==> src/rtl/wb_skid_stage.sv <==
// MEM->WB pipeline stage with valid/ready handshake, 2-entry skid buffer,
// synchronous flush and squashing of writes aimed at the discard register.
module wb_skid_stage #(
  parameter int unsigned DATA_W   = 32,
  parameter int unsigned ADDR_W   = 5,
  parameter int unsigned LANES    = 1,
  parameter int unsigned NOP_ADDR = 0
) (
  input  logic                      clk,
  input  logic                      rst,
  input  logic                      flush,
  input  logic                      mem_valid,
  output logic                      mem_ready,
  input  logic [LANES*DATA_W-1:0]   mem_wdata,
  input  logic [LANES*ADDR_W-1:0]   mem_wd,
  input  logic [LANES-1:0]          mem_wreg,
  output logic                      wb_valid,
  input  logic                      wb_ready,
  output logic [LANES*DATA_W-1:0]   wb_wdata,
  output logic [LANES*ADDR_W-1:0]   wb_wd,
  output logic [LANES-1:0]          wb_wreg,
  output logic [1:0]                occupancy
);

  localparam int unsigned DW = LANES * DATA_W;
  localparam int unsigned AW = LANES * ADDR_W;
  localparam logic [ADDR_W-1:0] NOP     = ADDR_W'(NOP_ADDR);
  localparam logic [AW-1:0]     NOP_ALL = {LANES{NOP}};

  logic            m_valid_q, m_valid_d, s_valid_q, s_valid_d;
  logic [DW-1:0]   m_wdata_q, m_wdata_d, s_wdata_q, s_wdata_d;
  logic [AW-1:0]   m_wd_q,    m_wd_d,    s_wd_q,    s_wd_d;
  logic [LANES-1:0] m_wreg_q, m_wreg_d,  s_wreg_q,  s_wreg_d;
  logic            mem_ready_q, mem_ready_d;
  logic [1:0]      occupancy_q, occupancy_d;
  logic [LANES-1:0] in_wreg;
  logic            acc, drn;

  // Per-lane squash of writes targeting the discard register
  always_comb begin
    in_wreg = '0;
    for (int unsigned i = 0; i < LANES; i++) begin
      in_wreg[i] = mem_wreg[i] & (mem_wd[i*ADDR_W +: ADDR_W] != NOP);
    end
  end

  assign acc = mem_valid & mem_ready_q;
  assign drn = m_valid_q & wb_ready;

  // Entry update in priority order; M.wreg is kept clear whenever M is empty
  // so the qualified write enables come straight from a flop.
  always_comb begin
    m_valid_d = m_valid_q;
    m_wdata_d = m_wdata_q;
    m_wd_d    = m_wd_q;
    m_wreg_d  = m_wreg_q;
    s_valid_d = s_valid_q;
    s_wdata_d = s_wdata_q;
    s_wd_d    = s_wd_q;
    s_wreg_d  = s_wreg_q;
    if (flush) begin
      m_valid_d = 1'b0;
      s_valid_d = 1'b0;
    end else if (s_valid_q && drn) begin
      m_valid_d = 1'b1;
      m_wdata_d = s_wdata_q;
      m_wd_d    = s_wd_q;
      m_wreg_d  = s_wreg_q;
      s_valid_d = 1'b0;
    end else if (acc && (!m_valid_q || drn)) begin
      m_valid_d = 1'b1;
      m_wdata_d = mem_wdata;
      m_wd_d    = mem_wd;
      m_wreg_d  = in_wreg;
    end else if (acc) begin
      s_valid_d = 1'b1;
      s_wdata_d = mem_wdata;
      s_wd_d    = mem_wd;
      s_wreg_d  = in_wreg;
    end else if (drn) begin
      m_valid_d = 1'b0;
    end
    if (!m_valid_d) begin
      m_wreg_d = '0;
    end
    mem_ready_d = !s_valid_d;
    occupancy_d = 2'(m_valid_d) + 2'(s_valid_d);
  end

  always_ff @(posedge clk) begin
    if (rst) begin
      m_valid_q   <= 1'b0;
      m_wdata_q   <= '0;
      m_wd_q      <= NOP_ALL;
      m_wreg_q    <= '0;
      s_valid_q   <= 1'b0;
      s_wdata_q   <= '0;
      s_wd_q      <= NOP_ALL;
      s_wreg_q    <= '0;
      mem_ready_q <= 1'b1;
      occupancy_q <= 2'd0;
    end else begin
      m_valid_q   <= m_valid_d;
      m_wdata_q   <= m_wdata_d;
      m_wd_q      <= m_wd_d;
      m_wreg_q    <= m_wreg_d;
      s_valid_q   <= s_valid_d;
      s_wdata_q   <= s_wdata_d;
      s_wd_q      <= s_wd_d;
      s_wreg_q    <= s_wreg_d;
      mem_ready_q <= mem_ready_d;
      occupancy_q <= occupancy_d;
    end
  end

  assign mem_ready = mem_ready_q;
  assign wb_valid  = m_valid_q;
  assign wb_wdata  = m_wdata_q;
  assign wb_wd     = m_wd_q;
  assign wb_wreg   = m_wreg_q;
  assign occupancy = occupancy_q;

endmodule

==> config.mk <==
export PLATFORM = sky130hd
export DESIGN_NAME = wb_skid_stage
export DESIGN_NICKNAME = d
export VERILOG_FILES = /design/src/rtl/wb_skid_stage.sv
export SDC_FILE = /design/constraint.sdc
export NUM_CORES = 1
export LEC_CHECK = 0
export CORE_ASPECT_RATIO = 1.2
export CORE_MARGIN = 4
export CORE_UTILIZATION = 44
export DETAILED_ROUTE_END_ITERATION = 7
export HOLD_SLACK_MARGIN = 0.1
export MAX_ROUTING_LAYER = met4
export PLACE_DENSITY = 0.74
export SLEW_MARGIN = 20
export SYNTH_ARGS = -nofsm -noshare
export SYNTH_HDL_FRONTEND = slang
export SYNTH_SLANG_ARGS = --single-unit
==> constraint.sdc <==
create_clock -name clk -period 1.8 [get_ports clk]
set_input_delay 0.27 -clock clk [delete_from_list [all_inputs] [get_ports clk]]
set_output_delay 0.27 -clock clk [all_outputs]
set_load 0.02 [all_outputs]
==> flow_metrics.tcl, run 1 <==
set metrics [dict create \
    status "finished, final reports clean" \
    rows 33 \
    cts_tree "built" \
    p_total_w 0.00393 \
    synthAdderAreaFrac_pct 0 \
    p_leak_nw 1.58 \
    drtIter0Drc 180 \
    gp_congestion 0.811 \
    drv_slew 0 \
    num_io_pins 85 \
    cts.sinks 81 \
    synth_nets 449 \
    worst_pin_slew_ns 0.407 \
    grt_first_pass_wirelength_um 13000 \
    vias_per_cell 5.27 \
    hp-class "in2reg" \
    clk_latency_ns 0.33 \
    synth_top_family_by_area "simple AND/OR/NAND/NOR gates" \
    nNetsFinal 531 \
    period_share_pct 91.8 \
    hold_viol_final 0 \
    startpoint_type "flip-flop" \
    crit_path_end_kind "output pin" \
    worst_path_max_delay_cell "clkdlybuf4s50_1" \
    post-cts-setup-buffer-count 0 \
    drc_errors 0 \
    wl_um 7870 \
    hpwl_um 5420 \
    ys_seq_elements 81 \
    critical_path.top_delay_family "buffers and inverters" \
    layout-drive-gt1-share_pct 7.93 \
    cts_buffers 9 \
    synth_area_per_cell_um2 7.81 \
    die_y_um 101 \
    dp_slack_ns -0.169 \
    ant_nets 0 \
    dieArea_um2 8630 \
    io_buffers 84 \
    critical_path_required_ns 1.53 \
    fin_worst_skew_ns 0.00593 \
    clk_path_buf_depth 2 \
    worst-r2r-cell-count 5 \
    startpoint "wb_valid$_SDFF_PP0_" \
    synth_compound_area_share_pct 18.8 \
    syn_to_final_growth_pct 39.7 \
    crit_fanout 9 \
    wl_per_cell_um 13.6 \
    crit_buf_inv 1 \
    core-area_um2 6940 \
    hold_depth 2 \
    h-tree-depth 3 \
    slew_headroom_pct 72.8 \
    postSynthCellCount 406 \
    synth_simple_gate_area_share_pct 24.4 \
    grt_max_degree 47 \
    finalWorstSetupSlack_ns 0.147 \
    fin_crit_ns 1.65 \
    yosysWarnings 0 \
    power_density_nw_per_um2 886 \
    max_stage_delay_ns 0.63 \
    rsz0062_at_grt "no" \
    fmax_ghz 0.605 \
    initial_core_util_pct 45.7 \
    grt_pass1_vias 2835 \
    synth.area.mux_share_pct 0 \
    synthXorXnorAreaFrac_pct 0.276 \
    overflow 0 \
    path_class "reg2out" \
    vdd_ir_drop_max_mv 0.662 \
    cts_root_buf "clkbuf_8" \
    crit_path_cell_trace "clkdlybuf4s50_1" \
    setup_viol_count_final 0 \
    insertedDiodeCount 0 \
    ys_types 26 \
    syn_area_um2 3170 \
    cp.arrival_ns 1.38 \
    grt_usage_pct 19.3 \
    die_w_um 85.5 \
    vias 3051 \
    hp-start "rst" \
    drv_cap 0 \
    clk_pin_slew_ns 0.08 \
    r2r_start "wb_valid$_SDFF_PP0_" \
    path_depth 1 \
    antenna_found_initial 0 \
    synth-seq-area-share_pct 51.1 \
    dr.pass1.iters 4 \
]
-- worst paths after layout --
path                                                   end  slack, ns
worst max-delay path                              wb_valid       0.15
worst min-delay path             s_wdata_q[4]$_SDFFE_PP0P_       0.36
worst max register to register    wb_wdata[1]$_SDFFE_PP0P_       0.18
worst min register to register  s_wdata_q[31]$_SDFFE_PP0P_       0.45
-- report_power, final --
part	internal [W]	switching, W
clock	0.000917	0.000589
sequential	0.00186	0.0000382
combinational	0.000267	0.000255
total	0.00304	0.000883
-- cells by family after synthesis --
kind of cell	after synthesis
AO/OA/AOI/OAI	86
XOR/XNOR	1
flip-flops	81
AND/OR/NAND/NOR	201
buffers and inverters	37
-- metal layers --
metal	vias up	GRT usage [%]	part of all wire [%]
met1	1425	22.6	44
met2	88	32.4	50
met3	8	3.11	5.3
met4	0	8.89	1.4
met5	-	-	0
li1	1530	-	-
-- placed cells by master, fill, tap and decap left out, types with 2 or more instances in the layout --
cell	netlist	layout
clkbuf_1	17	3
inv_1	3	3
a311oi_1	38	38
clkdlybuf4s50_1	0	83
o211ai_1	2	2
buf_12	0	5
bufinv_16	0	3
dfxtp_1	81	80
a21oi_1	41	41
nand2_1	152	152
buf_4	1	16
nor2_1	41	40
clkbuf_8	0	9
-- Yosys cell counts --
| cell type | number | share of area, % |
|---|---|---|
| a2111o_1 | 1 | 0.36 |
| a211o_1 | 1 | 0.28 |
| a211oi_2 | 1 | 0.39 |
| a21oi_1 | 41 | 6.5 |
| a311oi_1 | 38 | 10 |
| a31oi_1 | 1 | 0.20 |
| buf_2 | 14 | 2.2 |
| buf_4 | 1 | 0.24 |
| buf_6 | 1 | 0.36 |
| clkbuf_1 | 17 | 2.0 |
| clkbuf_2 | 1 | 0.16 |
| dfxtp_1 | 81 | 51 |
| inv_1 | 3 | 0.36 |
| nand2_1 | 152 | 18 |
| nand2b_1 | 1 | 0.20 |
| nand3_1 | 1 | 0.16 |
| nand3b_1 | 1 | 0.24 |
| nor2_1 | 41 | 4.9 |
| nor2b_1 | 1 | 0.20 |
| nor3_1 | 1 | 0.16 |
| nor4_1 | 1 | 0.20 |
| o211ai_1 | 2 | 0.47 |
| o21ai_0 | 1 | 0.16 |
| or3_1 | 1 | 0.20 |
| or4_1 | 1 | 0.24 |
| xnor2_1 | 1 | 0.28 |
-- through the flow --
step                hold slack (ns)  utilization, %  setup TNS [ns]  instances  instance area (µm²)
finish                        0.361            63.9               0        579                 4430
floorplan                     0.348               -               0        406                 3170
global route                  0.339            63.9               0        579                 4430
CTS                           0.334            63.8               0        579                 4430
global placement              0.441            60.6          -0.995        564                 4200
detailed placement            0.447            60.6           -3.96        564                 4200
-- what timing repair did --
action | CTS | global route
resized for setup | 0 | 1
endpoints found under the setup margin | 0 | 14
hold buffers | 0 | 0
-- sequential cells by signal, indices dropped and copies added (netlist names), 2 cells and up --
signal	count
occupancy	2
wb_wd	5
wb_wdata	32
s_wdata_q	32
s_wd_q	5
-- final cells by class --
class / count / area (µm²)
sequential: 81 / 1620
inverter: 3 / 11.3
multi-input combinational: 288 / 1410
clock inverter: 3 / 90.1
timing repair buffer: 105 / 1060
fill: 588 / 2510
tap: 87 / 109
clock buffer: 12 / 135
(Power assumes the default switching activity.)
==> run 2: changes to the inputs <==
CORE_MARGIN = 1.5   (was 4)
PLACE_DENSITY = 0.79   (was 0.74)
==> run 2 against run 1 <==
Compared with the run above:
- register-to-register slack better by 0.04 ns
- wire length fell by 2.7%
- sequential power barely moved
- via count is 1.6% lower
- largest power group unchanged
==> flow_metrics.tcl, run 2 (synthesis results as in run 1) <==
set metrics [dict create \
    status "finished, final reports clean" \
    cts_buffers 9 \
    gp_congestion 0.878 \
    startpoint_type "flip-flop" \
    clk_path_buf_depth 2 \
    h-tree-depth 3 \
    cts_resized 0 \
    post-cts-setup-buffer-count 0 \
    wl_um 7660 \
    num_io_pins 85 \
    slew_headroom_pct 55.5 \
    vdd_ir_drop_max_mv 0.415 \
    nNetsFinal 533 \
    hold_viol_final 0 \
    r2r_slack_ns 0.22 \
    crit_fanout 5 \
    worst_path_max_delay_cell "clkdlybuf4s50_1" \
    grt_max_degree 59 \
    fin_tns_setup_ns 0 \
    grt_first_pass_wirelength_um 12400 \
    cts.sinks 81 \
    final_common_cell "nand2_1" \
    crit_path_cell_trace "clkdlybuf4s50_1" \
    fin_worst_skew_ns 0.00705 \
    mostFrequentLayoutCells "nand2_1, clkdlybuf4s50_1, dfxtp_1, a21oi_1, nor2_1" \
    fmax_ghz 0.610 \
    fin_crit_ns 1.64 \
    insertedDiodeCount 0 \
    drv_cap 0 \
    hpwl_um 5180 \
    cts_root_buf "clkbuf_8" \
    critical_path_required_ns 1.53 \
    clk_pin_slew_ns 0.08 \
    vias 3001 \
    drv_slew 0 \
    critical_path.top_delay_family "buffers and inverters" \
    dr.pass1.iters 4 \
    core-area_um2 6900 \
    rsz0062_at_grt "no" \
    cp.arrival_ns 1.37 \
    whs_ns 0.456 \
    wl_per_cell_um 13.2 \
    hp-class "reg2reg" \
    io_buffers 84 \
    hold_buffers 0 \
    fin_util_pct 64.1 \
    drc_errors 0 \
    power_density_nw_per_um2 857 \
    grt_usage_pct 21.4 \
    crit_buf_inv 1 \
    period_share_pct 91.1 \
    worst_pin_slew_ns 0.668 \
    grt_pass1_vias 2818 \
    p_leak_nw 1.58 \
    layout-drive-gt1-share_pct 8.89 \
    drtIter0Drc 235 \
    initial_core_util_pct 46.0 \
    die_y_um 96.0 \
    syn_to_final_growth_pct 39.4 \
    cts_tree "built" \
    die_w_um 80.5 \
    ant_nets 0 \
    crit_path_end_kind "output pin" \
    clk_latency_ns 0.34 \
    dieArea_um2 7730 \
    max_stage_delay_ns 0.63 \
    setup_viol_count_final 0 \
    antenna_found_initial 0 \
    rows 33 \
    overflow 0 \
    vias_per_cell 5.16 \
    path_class "reg2out" \
]
## run 2: cell count changes in the layout (fill, tap and decap cells not counted), sizes merged
cell | before | now
buf | 22 | 24
bufinv | 3 | 1
clkinvlp | 0 | 2
clkbuf | 12 | 11
clkinv | 0 | 1
inv | 3 | 4
## run 2: path summary, 6_finish.rpt
path	start	end	depth (start not counted)
setup / recovery	wb_valid$_SDFF_PP0_	wb_valid	1
hold / removal	s_wdata_q[19]$_SDFFE_PP0P_	s_wdata_q[19]$_SDFFE_PP0P_	2
setup reg to reg	wb_valid$_SDFF_PP0_	wb_wd[2]$_SDFFE_PP0P_	5
hold reg to reg	s_wdata_q[19]$_SDFFE_PP0P_	s_wdata_q[19]$_SDFFE_PP0P_	2
## run 2: cell type report
type | count | area (µm²)
flip-flops and latches | 81 | 1620
fillers | 579 | 2480
well taps | 87 | 109
clock inverters | 5 | 62.6
clock buffers | 11 | 151
multi-input cells | 288 | 1410
inverters | 3 | 11.3
repair buffers | 107 | 1060
## run 2: per-stage QoR
stage	setup WS [ns]	std cells	area, µm²	total power, W
after floorplan	0.152	406	3170	0.00217
after global placement	-0.0551	566	4210	0.00245
after detailed placement	-0.123	566	4210	0.00246
after CTS	0.139	582	4420	0.00382
after global routing	0.0363	582	4420	0.00394
final	0.160	582	4420	0.00379
## run 2: per-layer routing
metal  up-vias  wire (µm)  track usage, %
met5         -          0               -
li1       1538          -               -
met2        93       3730            33.8
met1      1359       3390            26.0
met3        11        390            4.17
met4         0        139            11.1
## run 2: worst reg2reg max path: stages (launching register included)
cell	delay (ns)
dfxtp_1	0.40
nand2_1	0.16
a211oi_4	0.33
buf_12	0.28
nor2_1	0.09
a311oi_1	0.24
## run 2: power by group
group	internal (W)	switching, W	total, W
clock	0.000724	0.000652	0.00138
sequential	0.00186	0.0000377	0.00190
combinational	0.000264	0.000251	0.000515
total	0.00285	0.000940	0.00379
==> run 3: changes to the inputs <==
GPL_TIMING_DRIVEN = 0   (was default)
==> run 3 against run 2 <==
Compared with the run above:
- power shrank 4.7%
- sequential power is essentially flat
- setup slack lost 0.072 ns
- clock-buffer cell count is 2 higher
- clock skew decreased by 0.0016 ns
- sequential share of layout area rose by 0.97 points
- first-iteration DRC count shrank 29%
- sequential cell count unchanged
- largest cell class unchanged
==> flow_metrics.tcl, run 3 (synthesis results as in run 1) <==
set metrics [dict create \
    status "finished, final reports clean" \
    insertedDiodeCount 0 \
    whs_ns 0.356 \
    wl_per_cell_um 14.1 \
    cts.sinks 81 \
    ant_nets 0 \
    num_io_pins 85 \
    antenna_found_initial 0 \
    hold_viol_final 0 \
    io_buffers 83 \
    drv_slew 0 \
    vdd_ir_drop_max_mv 0.424 \
    crit_fanout 10 \
    drv_cap 0 \
    period_share_pct 95.1 \
    path_class "in2reg" \
    syn_to_final_growth_pct 35.9 \
    hp-class "in2reg" \
    dp_slack_ns -0.358 \
    gp_congestion 0.883 \
    dr.pass1.iters 5 \
    post-cts-setup-buffer-count 0 \
    grt_pass1_vias 2979 \
    cts_buffers 9 \
    overflow 0 \
    core-area_um2 6900 \
    dieArea_um2 7730 \
    clk_latency_ns 0.35 \
    cts_root_buf "clkbuf_8" \
    fin_crit_ns 1.71 \
    hold_buffers 0 \
    cp.arrival_ns 1.93 \
    cts_tree "built" \
    finalWorstSetupSlack_ns 0.0879 \
    die_y_um 96.0 \
    startpoint_type "primary input" \
    critical_path_required_ns 2.02 \
    final_common_cell "nand2_1" \
    drtIter0Drc 167 \
    drc_errors 0 \
    h-tree-depth 3 \
    nFillCells 617 \
    grt_first_pass_wirelength_um 13400 \
    vias 3109 \
    wl_um 8280 \
    fin_tns_setup_ns 0 \
    clk_pin_slew_ns 0.07 \
    layout-drive-gt1-share_pct 6.99 \
    setup_viol_count_final 0 \
    fin_worst_skew_ns 0.00546 \
    grt_max_degree 12 \
    rows 33 \
    cts_resized 0 \
    grt_usage_pct 23.4 \
    initial_core_util_pct 46.0 \
    worst_pin_slew_ns 0.530 \
    nNetsFinal 542 \
    fmax_ghz 0.584 \
    die_w_um 80.5 \
    clk_path_buf_depth 2 \
    hpwl_um 5820 \
    vias_per_cell 5.29 \
    power_density_nw_per_um2 838 \
    slew_headroom_pct 64.7 \
    crit_path_end_kind "flip-flop" \
    p_leak_nw 1.54 \
    mostFrequentLayoutCells "nand2_1, clkdlybuf4s50_1, dfxtp_1, a21oi_1, nor2_1" \
]
[run 3: area by class of cell]
cell class | count | area (µm²) | share of cell area (%)
Buffer | 33 | 170 | 3.95
Sequential cell | 81 | 1620 | 37.7
Clock buffer | 13 | 169 | 3.92
Timing Repair Buffer | 83 | 831 | 19.3
Tap cell | 87 | 109 | 2.53
Multi-Input combinational cell | 288 | 1400 | 32.4
Inverter | 3 | 11.3 | 0.261
[run 3: routing by layer]
metal	wire length [µm]	share of wire [%]	track usage [%]
met5	0	0	-
met4	172	2.1	13.5
met3	492	5.9	3.70
met2	4070	49	38.7
met1	3540	43	26.9
[run 3: metrics by stage]
| stage | instances | instance area (µm²) | util [%] | total power (W) |
|---|---|---|---|---|
| floorplan | 406 | 3170 | - | 0.00217 |
| global placement | 576 | 4110 | 59.6 | 0.00244 |
| detailed placement | 576 | 4110 | 59.6 | 0.00245 |
| CTS | 589 | 4280 | 62.1 | 0.00362 |
| global route | 588 | 4310 | 62.5 | 0.00375 |
| finish | 588 | 4310 | 62.5 | 0.00361 |
[run 3: final timing paths]
| kind | startpoint | end | slack [ns] | depth (start not counted) |
|---|---|---|---|---|
| max reg2reg | s_valid_q$_SDFF_PP0_ | wb_wdata[26]$_SDFFE_PP0P_ | 0.14 | 7 |
| min reg2reg | s_wdata_q[20]$_SDFFE_PP0P_ | s_wdata_q[20]$_SDFFE_PP0P_ | 0.46 | 2 |
| min | rst | mem_ready$_SDFF_PP1_ | 0.36 | 2 |
| max | mem_valid | s_wdata_q[8]$_SDFFE_PP0P_ | 0.09 | 7 |
[run 3: power by group]
group          internal (W)  switching [W]  leakage (nW)
registers           0.00186      0.0000380         0.661
clock network      0.000593       0.000600        0.0875
logic              0.000257       0.000261         0.793
total               0.00271       0.000900          1.54
[run 3: worst max-delay path, cell delays in order]
cell             delay (ns)
clkdlybuf4s50_1        0.53
nand2_2                0.13
or3_1                  0.41
clkbuf_2               0.22
buf_2                  0.23
nand2_1                0.08
a21oi_1                0.06
